$ cat src/rtl/pc_fetch_ctrl_pkg.sv
// Shared fetch-side types: sequencer state encoding and PC/offset widths.
package cpu_pkg;
  typedef enum logic [1:0] {IDLE, RUN, HALT} fetch_state_t;
  localparam int PC_W = 10;
  typedef logic signed [PC_W-1:0] pc_off_t;
endpackage

$ cat src/rtl/pc_fetch_ctrl_if.sv
// Control/status bundle between the fetch sequencer and whoever drives it.
interface pc_fetch_ctrl_if #(parameter int D = 10, parameter int CNT_W = 16);
  logic             start;
  logic [D-1:0]     start_addr;
  logic             stall;
  logic             branch_taken;
  logic [D-1:0]     br_offset;
  logic             jump;
  logic [D-1:0]     jump_addr;
  logic             halt_req;
  logic [D-1:0]     pc;
  logic             running;
  logic             done;
  logic [CNT_W-1:0] retired;

  modport master (
    output start, start_addr, stall, branch_taken, br_offset, jump, jump_addr, halt_req,
    input  pc, running, done, retired
  );
  modport slave (
    input  start, start_addr, stall, branch_taken, br_offset, jump, jump_addr, halt_req,
    output pc, running, done, retired
  );
endinterface

$ cat src/rtl/pc_fetch_ctrl_next.sv
// Combinational next-PC select; all arithmetic wraps modulo 2^D.
module pc_next_calc #(parameter int D = 10) (
  input  logic               run,
  input  logic               start,
  input  logic               halt_req,
  input  logic               stall,
  input  logic               jump,
  input  logic               branch_taken,
  input  logic [D-1:0]       pc,
  input  logic [D-1:0]       start_addr,
  input  logic [D-1:0]       jump_addr,
  input  logic signed [D-1:0] br_offset,
  output logic [D-1:0]       pc_next
);
  always_comb begin
    pc_next = pc;
    if (start)
      pc_next = start_addr;
    else if (run) begin
      if (halt_req || stall) pc_next = pc;
      else if (jump)         pc_next = jump_addr;
      // Same-width add: the signed offset's two's-complement bits wrap naturally.
      else if (branch_taken) pc_next = pc + D'(br_offset);
      else                   pc_next = pc + D'(1);
    end
  end
endmodule

$ cat src/rtl/pc_fetch_ctrl.sv
// PC register, IDLE/RUN/HALT sequencer and saturating retired-instruction counter.
module pc_fetch_ctrl
  import cpu_pkg::*;
#(
  parameter int D     = PC_W,
  parameter int CNT_W = 16
) (
  input  logic            clk,
  input  logic            reset_n,
  pc_fetch_ctrl_if.slave  bus
);
  fetch_state_t     state_q, state_d;
  logic [D-1:0]     pc_q, pc_d;
  logic [CNT_W-1:0] retired_q;
  logic             clr, inc;

  pc_next_calc #(.D(D)) u_next (
    .run          (state_q == RUN),
    .start        (bus.start),
    .halt_req     (bus.halt_req),
    .stall        (bus.stall),
    .jump         (bus.jump),
    .branch_taken (bus.branch_taken),
    .pc           (pc_q),
    .start_addr   (bus.start_addr),
    .jump_addr    (bus.jump_addr),
    .br_offset    (bus.br_offset),
    .pc_next      (pc_d)
  );

  always_comb begin
    state_d = state_q;
    clr     = 1'b0;
    inc     = 1'b0;
    case (state_q)
      IDLE, HALT: if (bus.start) begin
        state_d = RUN;
        clr     = 1'b1;
      end
      RUN: begin
        if (bus.start) clr = 1'b1;
        else if (bus.halt_req) begin
          state_d = HALT;
          inc     = 1'b1;
        end
        else if (!bus.stall) inc = 1'b1;
      end
      default: state_d = IDLE;
    endcase
  end

  always_ff @(posedge clk or negedge reset_n) begin
    if (!reset_n) begin
      state_q   <= IDLE;
      pc_q      <= '0;
      retired_q <= '0;
    end else begin
      state_q <= state_d;
      pc_q    <= pc_d;
      if (clr)
        retired_q <= '0;
      else if (inc && (retired_q != '1))
        retired_q <= retired_q + CNT_W'(1);
    end
  end

  assign bus.pc      = pc_q;
  assign bus.running = (state_q == RUN);
  assign bus.done    = (state_q == HALT);
  assign bus.retired = retired_q;
endmodule

$ cat src/flat_wrapper.sv
// flat-port wrapper written by rule: the top's interface ports become plain ports
module pc_fetch_ctrl_flat import cpu_pkg::*;
#(
  parameter int D     = PC_W,
  parameter int CNT_W = 16
)
  (clk, reset_n, bus_start, bus_start_addr, bus_stall, bus_branch_taken, bus_br_offset, bus_jump, bus_jump_addr, bus_halt_req, bus_pc, bus_running, bus_done, bus_retired);
  pc_fetch_ctrl_if #(.D(D), .CNT_W(CNT_W)) bus_i ();
  input  logic clk;
  input  logic reset_n;
  input wire logic [$bits(bus_i.start)-1:0] bus_start;
  input wire logic [$bits(bus_i.start_addr)-1:0] bus_start_addr;
  input wire logic [$bits(bus_i.stall)-1:0] bus_stall;
  input wire logic [$bits(bus_i.branch_taken)-1:0] bus_branch_taken;
  input wire logic [$bits(bus_i.br_offset)-1:0] bus_br_offset;
  input wire logic [$bits(bus_i.jump)-1:0] bus_jump;
  input wire logic [$bits(bus_i.jump_addr)-1:0] bus_jump_addr;
  input wire logic [$bits(bus_i.halt_req)-1:0] bus_halt_req;
  output wire logic [$bits(bus_i.pc)-1:0] bus_pc;
  output wire logic [$bits(bus_i.running)-1:0] bus_running;
  output wire logic [$bits(bus_i.done)-1:0] bus_done;
  output wire logic [$bits(bus_i.retired)-1:0] bus_retired;
  assign bus_i.start = bus_start;
  assign bus_i.start_addr = bus_start_addr;
  assign bus_i.stall = bus_stall;
  assign bus_i.branch_taken = bus_branch_taken;
  assign bus_i.br_offset = bus_br_offset;
  assign bus_i.jump = bus_jump;
  assign bus_i.jump_addr = bus_jump_addr;
  assign bus_i.halt_req = bus_halt_req;
  assign bus_pc = bus_i.pc;
  assign bus_running = bus_i.running;
  assign bus_done = bus_i.done;
  assign bus_retired = bus_i.retired;
  pc_fetch_ctrl #(.D(D), .CNT_W(CNT_W)) u_core (.clk(clk), .reset_n(reset_n), .bus(bus_i));
endmodule
$ cat config.mk
export PLATFORM = sky130hd
export DESIGN_NAME = pc_fetch_ctrl_flat
export DESIGN_NICKNAME = d
export VERILOG_FILES = /design/src/rtl/pc_fetch_ctrl_pkg.sv /design/src/rtl/pc_fetch_ctrl_if.sv /design/src/rtl/pc_fetch_ctrl_next.sv /design/src/rtl/pc_fetch_ctrl.sv /design/src/flat_wrapper.sv
export SDC_FILE = /design/constraint.sdc
export NUM_CORES = 1
export LEC_CHECK = 0
export CAP_MARGIN = 20
export CORE_MARGIN = 3
export CORE_UTILIZATION = 30
export CTS_CLUSTER_DIAMETER = 30
export DETAILED_ROUTE_END_ITERATION = 16
export PLACE_DENSITY_LB_ADDON = 0.05
export SLEW_MARGIN = 5
export SYNTH_ARGS = -nofsm -noshare
export SYNTH_HDL_FRONTEND = slang
export SYNTH_HIERARCHICAL = 1
export SYNTH_SLANG_ARGS = --single-unit
$ cat constraint.sdc
create_clock -name clk -period 2.15 [get_ports clk]
set_clock_uncertainty 0.15 [all_clocks]
set_input_delay 0.3225 -clock clk [delete_from_list [all_inputs] [get_ports clk]]
set_output_delay 0.3225 -clock clk [all_outputs]
set_load 0.01 [all_outputs]
Word level (Yosys, flattened, before mapping)
Index checks and enable logic that the tools add are counted.

operators by class
  equal/unequal tests = 7
  reductions and logical operators = 9
  add/sub/neg operators = 3
  muxes and demuxes = 17

operators with widths
  cell                                                  number
  two-way mux 10 bit                                    5
  two-way mux 16 bit                                    2
  adder 16 x 1 -> 16 bit (second input constant)        1
  inequality test 16 bit (second input constant)        1
  adder 10 x 1 -> 10 bit (second input constant)        1
  adder 10 bit                                          1
  inequality test 2 bit (second input constant)         4
  two-way mux 1 bit                                     6
  two-way mux 2 bit                                     3
  one-hot mux 2 bit (2 select lines)                    1
  nonzero test 2 bit                                    2
  AND reduction 3 bit                                   1
  OR reduction 3 bit                                    1
  equality test 2 x 1 -> 1 bit (second input constant)  1
  equality test 2 bit (second input constant)           1
  logical NOT 2 bit                                     1
  AND reduction 2 bit                                   1
  OR reduction 2 bit                                    1
  logical AND 1 bit                                     1
  logical OR 1 bit                                      1

word-level totals
  output and inout port bits = 28
  bits in registers = 28
  logic and storage cells = 39
  input port bits = 37

Logic depth before layout (Yosys ltp)
  word-level depth = 7
  gate-level depth with buffers = 8
  gate-level depth less buffers = 8

Modules after synthesis
The synthesis kept the hierarchy.

by module, submodules not included
  module         area an instance (um^2)  seq. area each (um^2)  instances  cells an instance
  pc_fetch_ctrl  1276.2                   700.7                  1          124
  pc_next_calc   824.5                    0.0                    1          121

Least setup slack after synthesis
No wires, ideal clock.

  kind = register to register
  start point = reg u_core.state_q[1]
  end point = reg u_core.retired_q[9], in the netlist u_core/bus.retired[9]
  library setup time = 0.078 ns
  setup slack = -0.029 ns
  arrival time = 1.952 ns
  stages on the path, launching flop included = 5
  path buffers = 0
  clock period less this slack = 2.179 ns
  required time = 1.922 ns
  path through = dfrtp_1 -> or3b_4 -> or4_4 -> or4_1 -> a21oi_1

between the ends
  longest elaborated chain between the ends = 4
  elaborated cells on any way between the ends = 9
  classes of those cells = eq/ne: 2; mux: 3; reduce/logical: 4

ends and longest elaborated chain
  item                                                                             RTL line             source
  from (decl)                                                                      pc_fetch_ctrl.sv:12  fetch_state_t state_q, state_d;
  from (signal assigned)                                                           pc_fetch_ctrl.sv:58  state_q <= state_d;
  equality test 2 x 1 -> 1 bit (tied with other cells)                             pc_fetch_ctrl.sv:35  case (state_q)
  OR reduction 3 bit (no source line) / two-way mux 1 bit (equally long branches)  n/a
  two-way mux 1 bit / logical AND 1 bit (equally long branches)                    n/a
  two-way mux 16 bit / nonzero test 2 bit (equally long branches)                  n/a
  to (signal assigned)                                                             pc_fetch_ctrl.sv:63  retired_q <= retired_q + CNT_W'(1);
  to (decl)                                                                        pc_fetch_ctrl.sv:14  logic [CNT_W-1:0] retired_q;

Parallel ways exist; a longest one is shown, timed or not.
A chain may end at the register's enable or synchronous reset.

Final worst setup path
  start point = in bus_br_offset[1]
  end point = reg u_core.pc_q[2], in the netlist u_core/bus.pc[2]

between the ends
  longest elaborated chain between the ends = 6

ends and longest elaborated chain
  item                      RTL line                  source
  from (decl)               flat_wrapper.sv:15        input wire logic [$bits(bus_i.br_offset)-1:0] bus_br_offset;
  adder 10 bit              pc_fetch_ctrl_next.sv:23  else if (branch_taken) pc_next = pc + D'(br_offset);
  two-way mux 10 bit        pc_fetch_ctrl_next.sv:23
  two-way mux 10 bit        pc_fetch_ctrl_next.sv:21  else if (jump) pc_next = jump_addr;
  two-way mux 10 bit        pc_fetch_ctrl_next.sv:20  if (halt_req || stall) pc_next = pc;
  two-way mux 10 bit        pc_fetch_ctrl_next.sv:19  else if (run) begin
  two-way mux 10 bit        pc_fetch_ctrl_next.sv:17  if (start)
  named net u_core.pc_d[2]  pc_fetch_ctrl.sv:13       logic [D-1:0] pc_q, pc_d;
  to (signal assigned)      pc_fetch_ctrl.sv:59       pc_q <= pc_d;
  to (decl)                 pc_fetch_ctrl.sv:13

The timed path passes the listed nets, and every way through them passes these cells. The select of a mux whose other input is x is not followed.

==> results.json <==
{
  "n_antenna_cell": 0,
  "reg2reg_depth": 9,
  "drc_errors": 0,
  "clock.fmax_mhz": 472.9,
  "cts_tree": "built",
  "startpoint": "bus_br_offset[1]",
  "n_fill_cell": 638,
  "clk_pin_slew_ns": 0.11,
  "synth-seq-area-share_pct": 33.35,
  "drv_slew": 0,
  "htreeDepth": 1,
  "synth_top_cell_by_area": "dfrtp_1",
  "layout-drive-gt1-share_pct": 20.51,
  "worst-setup-path-type": "in -> reg",
  "crit_chain": "clkdlybuf4s50_1 > and2_4 > fa_2 > buf_4 > buf_6 > xnor2_2 > nor2_1 > a21oi_1 > o21ai_1 > mux2_2",
  "pin_count": 65,
  "dp_cells": 441,
  "finalCritPeriodShare_pct": 98.35,
  "total_power_uw": 1589,
  "antenna_found_initial": 0,
  "powerDensity_mw_per_mm2": 474.3,
  "status": "finished, final reports clean",
  "async_reset_ff_share_pct": 100.0,
  "crit_required_ns": 2.18,
  "final_cell_area_mm2": 0.003351,
  "clock_path_buffers": 2,
  "instances_no_fill": 449,
  "syn_nets": 293,
  "rows": 29,
  "clk_latency_ns": 0.28,
  "synth_ff_type": "dfrtp_1",
  "synth-edff-count": 0,
  "grt_use_total_pct": 16.14,
  "ant_nets": 0,
  "syn-cell-area_mm2": 0.002101,
  "gp_congestion": 0.8067,
  "worst-path-max-fanout": 3,
  "maxCapViolCount": 0,
  "worstMarginPinSlew_ns": 0.4153,
  "critPathTopFamily": "buffers and inverters",
  "grt-ovfl-total": 0,
  "synth.most_common_cell": "dfrtp_1",
  "die_w_um": 89.68,
  "cts_made_buffers": 3,
  "top_layer_used": "met4",
  "start_kind": "primary input",
  "dpl.hpwl_mm": 4.908,
  "hold_class": "in -> async",
  "wl_met3_um": 292,
  "die_area_mm2": 0.008043,
  "end_kind": "flop",
  "fin_tns_setup_ns": 0,
  "core_area_mm2": 0.006568,
  "multi_input_area_mm2": 0.001405,
  "rsz0062_at_grt": "yes",
  "period_needed_ns": 2.114,
  "grt_max_degree": 29,
  "first_global_vias": 2047,
  "r2r_slack_ns": 0.05,
  "yosysTopAreaCellShare_pct": 33.35,
  "hold_viol_final": 0,
  "slew_headroom_pct": 72.06,
  "wl_met1_mm": 3.442,
  "cp_data_arrival_time_ns": 2.14,
  "yosysUniqueCellTypes": 55,
  "drtPass1Iterations": 4,
  "routed_wirelength_mm": 6.550,
  "timing.rr.end": "u_core/bus.pc[2]",
  "place_area_mm2": 0.003177,
  "ir_worst_vdd_mv": 0.3941,
  "start_util_pct": 31.99,
  "cts_root_buf": "clkbuf_8",
  "max_stage_delay_ns": 0.40,
  "grt_pass1_wl_mm": 10.22,
  "synth_area_leaders": "dfrtp_1 33%, a21oi_1 6.2%, ha_1 6.0%",
  "synth_commonest_cells": "28 x dfrtp_1, 27 x nand2_1, 26 x a21oi_1, 18 x o21ai_0, 12 x nor2_1",
  "power.leakage_uw": 0.001403,
  "cpMaxStageDelayCell": "clkdlybuf4s50_1",
  "port_buffers": 64,
  "fp.dieH_um": 89.68,
  "wl_met2_mm": 2.795,
  "finalHoldWorstSlack_ns": 0.2797,
  "syn2layout_area_growth_pct": 59.50,
  "timing.rr.start": "u_core/bus.pc[0]",
  "wl_per_cell_um": 14.59,
  "vias_per_cell": 4.973,
  "vias": 2233,
  "synth_warnings": 6,
  "drtIter0Drc": 96,
  "nNetsFinal": 405,
  "synth_area_per_cell_um2": 8.575,
  "seq_area_um2": 700.7,
  "ys_seq_elements": 28,
  "setup_viol": 0,
  "crit_buf_inv": 3,
  "syn_inst": 245,
  "clock_sinks": 28
}
==> worst max-delay path by stage <==
stage                        to  depth (start not counted)
3_5_place_dp   u_core/bus.pc[4]                          9
5_1_grt        u_core/bus.pc[4]                          7
4_1_cts        u_core/bus.pc[6]                          9
2_1_floorplan  u_core/bus.pc[4]                          8
6_report       u_core/bus.pc[2]                         10
3_3_place_gp   u_core/bus.pc[4]                          9
==> timing repair <==
| action | CTS | global route |
|---|---|---|
| gates resized for setup | 14 | 7 |
| hold buffers | 0 | 0 |
| setup endpoints to repair | 10 | 8 |
| setup buffers | 2 | 2 |
| pin swaps | 7 | 7 |
==> cell families after synthesis <==
kind of cell             count (synthesis)  synth area share (%)
adder cells (fa/ha/maj)                 11                 6.909
AO/OA/AOI/OAI                           72                 21.20
flip-flops                              28                 33.35
buffers and inverters                   12                 3.156
XOR/XNOR                                 5                 2.085
multiplexers                             7                 3.395
AND/OR/NAND/NOR                        110                 29.90
==> per-stage QoR <==
step / worst slack, ns / util, %
global placement: -0.5014 / 48.37
finish: 0.03551 / 51.02
CTS: 0.0002625 / 50.31
global route: -0.05706 / 51.02
floorplan: 0.02329 / -
detailed placement: -0.5534 / 48.37
==> metal layers <==
metal	global-route usage [%]	vias to the layer above
met5	0	-
li1	-	1144
met2	23.54	46
met4	2.030	0
met1	25.89	1041
met3	1.825	2
==> layout by cell type (no fill, tap or decap), drive strengths merged, types with 3 or more instances in the layout <==
master,netlist,routed
clkdlybuf4s50,0,60
buf,6,51
dfrtp,28,28
nand2,27,27
a21oi,27,27
o21ai,19,19
nor2,12,12
nor3,11,11
ha,10,10
nand3,9,9
and2,9,9
mux2i,6,6
a211oi,6,6
nand4,5,5
nand2b,5,5
inv,4,4
o31ai,4,4
or3,4,4
a21o,4,4
nor4,4,4
nor3b,4,4
or4,4,4
clkbuf,2,3
nor2b,3,3
xor2,3,3
==> flip-flops by register name, indices dropped and copies added (netlist names) <==
name                count
u_core/bus.retired     16
u_core/state_q          2
u_core/bus.pc          10
==> where the power goes <==
group / leakage, uW / switching (uW) / internal, uW
registers: 0.000368 / 31.8 / 556
clock network: 0.0000357 / 184 / 250
logic: 0.000999 / 248 / 320
total: 0.00140 / 464 / 1130
==> area by class of cell <==
type | count | area share [%]
Inverter | 4 | 0.4481
Clock inverter | 1 | 0.8962
Sequential cell | 28 | 20.91
Clock buffer | 3 | 1.232
Timing Repair Buffer | 115 | 31.11
Tap cell | 93 | 3.473
Multi-Input combinational cell | 205 | 41.93
Note: power is estimated with default switching activity, not from simulation.
